File: config.mk
export PLATFORM = sky130hd
export DESIGN_NAME = cpu_wb_bridge_p
export DESIGN_NICKNAME = d
export VERILOG_FILES = /design/src/rtl/cpu_wb_bridge_p.sv
export SDC_FILE = /design/constraint.sdc
export NUM_CORES = 1
export LEC_CHECK = 0
export BUFFER_PORTS_ARGS = -buffer_cell sky130_fd_sc_hd__buf_2
export CAP_MARGIN = 10
export CORE_MARGIN = 2
export CORE_UTILIZATION = 45
export DETAILED_ROUTE_END_ITERATION = 8
export GPL_ROUTABILITY_DRIVEN = 1
export GPL_TIMING_DRIVEN = 0
export PLACE_DENSITY = 0.79
export RECOVER_POWER = 50
export SETUP_SLACK_MARGIN = 0.2
export SYNTH_ARGS = -nofsm -noshare
export SYNTH_HDL_FRONTEND = slang
export SYNTH_SLANG_ARGS = --single-unit
File: constraint.sdc
create_clock -name clk -period 1.8 [get_ports clk]
set_input_delay 0.36 -clock clk [delete_from_list [all_inputs] [get_ports clk]]
set_output_delay 0.36 -clock clk [all_outputs]
set_load 0.005 [all_outputs]
File: src/rtl/cpu_wb_bridge_p.sv
// CPU memory port to Wishbone classic master bridge, one outstanding transfer.
// Adds byte enables, a busy/done/error handshake, err_i support and an optional bus timeout.
module cpu_wb_bridge_p #(
    parameter int ADDR_W  = 32,
    parameter int DATA_W  = 32,
    parameter int TIMEOUT = 16
) (
    input  logic                clk,
    input  logic                resetn,
    input  logic [ADDR_W-1:0]   memAdr,
    input  logic [DATA_W-1:0]   memwrData,
    input  logic [DATA_W/8-1:0] memBe,
    input  logic                memWe,
    input  logic                memRd,
    output logic [DATA_W-1:0]   memrdData,
    output logic                memBusy,
    output logic                memDone,
    output logic                memErr,
    output logic [ADDR_W-1:0]   wb_adr_o,
    output logic [DATA_W-1:0]   wb_dat_o,
    input  logic [DATA_W-1:0]   wb_dat_i,
    output logic                we_o,
    output logic                stb_o,
    output logic [DATA_W/8-1:0] sel_o,
    output logic                cyc_o,
    input  logic                ack_i,
    input  logic                err_i
);

    localparam int SEL_W = DATA_W / 8;
    localparam int CNT_W = (TIMEOUT > 1) ? $clog2(TIMEOUT) : 1;
    localparam logic [CNT_W-1:0] CNT_LAST = CNT_W'((TIMEOUT > 0) ? TIMEOUT - 1 : 0);

    typedef enum logic [1:0] {IDLE, BUS, RESP} state_t;

    state_t           state;
    logic [CNT_W-1:0] cnt;

    always_ff @(posedge clk) begin
        if (!resetn) begin
            state     <= IDLE;
            cnt       <= '0;
            memrdData <= '0;
            memBusy   <= 1'b0;
            memDone   <= 1'b0;
            memErr    <= 1'b0;
            wb_adr_o  <= '0;
            wb_dat_o  <= '0;
            we_o      <= 1'b0;
            stb_o     <= 1'b0;
            sel_o     <= {SEL_W{1'b0}};
            cyc_o     <= 1'b0;
        end else begin
            case (state)
                IDLE: begin
                    if (memWe && memRd) begin
                        // Conflicting request: report an error without touching the bus
                        memBusy <= 1'b1;
                        memDone <= 1'b1;
                        memErr  <= 1'b1;
                        state   <= RESP;
                    end else if (memWe || memRd) begin
                        wb_adr_o <= memAdr;
                        wb_dat_o <= memwrData;
                        sel_o    <= memBe;
                        we_o     <= memWe;
                        cyc_o    <= 1'b1;
                        stb_o    <= 1'b1;
                        memBusy  <= 1'b1;
                        cnt      <= '0;
                        state    <= BUS;
                    end
                end
                BUS: begin
                    // err_i wins over ack_i, and ack_i wins over a timeout on the same edge
                    if (err_i) begin
                        cyc_o   <= 1'b0;
                        stb_o   <= 1'b0;
                        memDone <= 1'b1;
                        memErr  <= 1'b1;
                        state   <= RESP;
                    end else if (ack_i) begin
                        cyc_o   <= 1'b0;
                        stb_o   <= 1'b0;
                        memDone <= 1'b1;
                        memErr  <= 1'b0;
                        if (!we_o) begin
                            memrdData <= wb_dat_i;
                        end
                        state   <= RESP;
                    end else if ((TIMEOUT != 0) && (cnt == CNT_LAST)) begin
                        cyc_o   <= 1'b0;
                        stb_o   <= 1'b0;
                        memDone <= 1'b1;
                        memErr  <= 1'b1;
                        state   <= RESP;
                    end else begin
                        cnt <= cnt + 1'b1;
                    end
                end
                RESP: begin
                    memDone <= 1'b0;
                    memErr  <= 1'b0;
                    memBusy <= 1'b0;
                    cnt     <= '0;
                    state   <= IDLE;
                end
                default: state <= IDLE;
            endcase
        end
    end

endmodule

==> results.json <==
{
  "ys.flop_type": "dfxtp_1",
  "synth-simple-area-share_pct": 20.7,
  "critPathRequiredTime_ps": 2010,
  "grt_max_degree": 19,
  "clk_latency_ps": 360,
  "synth_cell_types": 38,
  "async_reset_ff_share_pct": 0,
  "arrival_ps": 1730,
  "dieArea_sq_mm": 0.0101,
  "htree_levels": 3,
  "relSlewSlack_pct": 60.9,
  "clk_pin_slew_worst_paths_ps": 110,
  "dieHeight_um": 100,
  "drv_slew": 0,
  "area_growth_pct": 32.1,
  "numCtsBuffers": 9,
  "cts_sinks": 111,
  "synth_nets": 622,
  "ios": 212,
  "setup_viol": 0,
  "dr_wl_met3_um": 637,
  "n_antenna_cell": 0,
  "overflow": 0,
  "met1Wirelength_um": 4980,
  "totalWireLength_um": 12300,
  "avgSynthCellArea_sq_um": 8.16,
  "syn_area_sq_mm": 0.00418,
  "synthAdderAreaFrac_pct": 0.897,
  "ant_nets": 0,
  "vias_per_cell": 5.16,
  "synthXorXnorAreaFrac_pct": 0,
  "grt_pass1_vias": 4106,
  "track_usage_pct": 23.0,
  "status": "finished, final reports clean",
  "drc_errors": 0,
  "r2r-start": "cnt[0]",
  "clock_path_buffers": 2,
  "gp_congestion": 0.854,
  "wl_met2_um": 6360,
  "fin_area_sq_mm": 0.00553,
  "worstMarginPinSlew_ps": 587,
  "synth_compound_area_share_pct": 19.5,
  "power_uw": 5110,
  "startpoint": "cnt[0]",
  "hold_class": "primary input to flip-flop",
  "whs_path_depth": 3,
  "ys_seq_area_share_pct": 53.1,
  "hold_viol": 0,
  "dr.pass1.iters": 5,
  "top_layer_used": "met4",
  "core_sq_mm": 0.00911,
  "peakVddDrop_mv": 0.384,
  "reg2regPathDepth": 4,
  "initial_core_util_pct": 45.9,
  "start_kind": "flip-flop",
  "vias": 4390,
  "synth_edf_count": 0,
  "crit_type": "flip-flop to flip-flop",
  "syn-instance-count": 513,
  "max-cap-violations": 0,
  "rsz0062_at_grt": "false",
  "drive_gt1_share_pct": 26.4,
  "seqCellArea_sq_mm": 0.00222,
  "crit_path_end": "memDone",
  "multi_input_area_sq_mm": 0.00174,
  "cts_hold_buf": 0,
  "wl_per_cell_um": 14.5,
  "io_buffers": 210,
  "cts_tree": "done",
  "worstReg2RegEnd": "memDone",
  "critPathCaptureType": "flip-flop",
  "placed_area_sq_mm": 0.00537,
  "root_buffer": "clkbuf_8",
  "ys_warn_count": 0,
  "p_leak_uw": 0.00234,
  "grt_pass1_wl_um": 18600,
  "layout.filler_cells": 861,
  "crit_fanout": 5,
  "die_w_um": 100,
  "synth_seq_cells": 111,
  "synth_top_family_by_area": "simple AND/OR/NAND/NOR gates",
  "antenna_found_initial": 0,
  "fmax_mhz": 657,
  "fin_nets": 844,
  "fin_skew_ps": 10.4,
  "muxShareOfSynthArea_pct": 0.239,
  "finalCritPeriodShare_pct": 84.6,
  "powerDensity_mw_per_mm2": 926,
  "drt-initial-drc-count": 123,
  "num_rows": 35,
  "worst-r2r-setup-slack_ps": 280,
  "dpl.hpwl_um": 9390,
  "finalCriticalPeriod_ps": 1520,
  "final_util_pct": 60.7
}
[cell type report]
class	instances	area share, %
Tap cell	111	2.51
Clock inverter	6	1.20
Clock buffer	10	2.49
Inverter	4	0.272
Sequential cell	111	40.2
Multi-Input combinational cell	354	31.4
Timing Repair Buffer	211	17.8
Buffer	44	4.08
[critical path, cell delays in order, from the launching register on]
cell,delay (ps)
dfxtp_1,370
ha_2,230
a311o_1,410
a221oi_2,280
a211oi_1,90
[cell usage in the layout, fill, tap and decap left out, types with 2 or more instances in the layout]
cell type  instances
inv_1              3
nor3_1             3
nor2b_1            2
clkbuf_1          79
a21oi_1          104
buf_6              4
nand2b_1           4
clkbuf_2           5
clkbuf_8          10
nand3_1           35
o21ai_0           29
buf_1              3
inv_6              2
ha_1               2
a311oi_1           3
clkinv_2           2
dfxtp_1          111
nand2_1          143
buf_2            160
nor2_1             3
o21ai_1            5
buf_4              3
a211oi_1           2
[synthesized netlist by cell type, types with 4 or more instances]
cell type | n | area [sq um]
dfxtp_1 | 111 | 2220
clkbuf_1 | 23 | 86.3
o21ai_0 | 29 | 145
buf_2 | 12 | 60.1
nand2b_1 | 4 | 25.0
nand3_1 | 35 | 175
buf_6 | 4 | 45.0
o21ai_1 | 5 | 25.0
a21oi_1 | 104 | 521
nand2_1 | 143 | 537
[cells by family (layout without fill, tap and decap cells)]
group,count (synthesis),in the layout
simple gates,197,197
buf+inv,48,275
fa+ha+maj,3,3
flops,111,111
mux,1,1
compound gates,153,153
[worst min-delay path by stage]
stage | start | endpoint | slack, ps
floorplan | sel_o[0] | sel_o[0] | 450
global placement | wb_adr_o[27] | wb_adr_o[27] | 440
detailed placement | wb_dat_o[18] | wb_dat_o[18] | 440
CTS | memwrData[20] | wb_dat_o[20] | 210
global route | memwrData[23] | wb_dat_o[23] | 210
finish | memAdr[20] | wb_adr_o[20] | 220
[flip-flops by register name (all words and copies together) (netlist names)]
name       cells
cnt            4
cyc_o          1
memBusy        1
memDone        1
memErr         1
memrdData     32
sel_o          4
state          2
wb_adr_o      32
wb_dat_o      32
we_o           1
[power by group]
| part | total [uW] | switching, uW | internal (uW) | leakage (uW) |
|---|---|---|---|---|
| combinational | 885 | 511 | 374 | 0.00132 |
| clock | 1530 | 835 | 691 | 0.000107 |
| sequential | 2710 | 86.5 | 2620 | 0.000907 |
[metrics by stage]
| step | setup WS [ps] | setup TNS, ps | std cells | hold slack, ps |
|---|---|---|---|---|
| 2_1_floorplan | 202 | 0 | 513 | 453 |
| 3_3_place_gp | -137 | -2480 | 834 | 440 |
| 3_5_place_dp | -181 | -5510 | 834 | 444 |
| 4_1_cts | 232 | 0 | 851 | 211 |
| 5_1_grt | 164 | 0 | 851 | 211 |
| 6_report | 277 | 0 | 851 | 222 |
[timing repair]
item / in CTS / in global routing
pin swaps: 1 / 0
gates resized for setup: 1 / 11
setup endpoints to repair: 8 / 35
buffers inserted: 1 / 0
[per-layer routing]
metal / vias to the layer above / GRT usage, %
li1: 2179 / -
met1: 2024 / 25.7
met2: 155 / 41.6
met3: 32 / 4.46
met4: 0 / 11.3
met5: - / 0
Note: power is estimated with default switching activity, not from simulation.
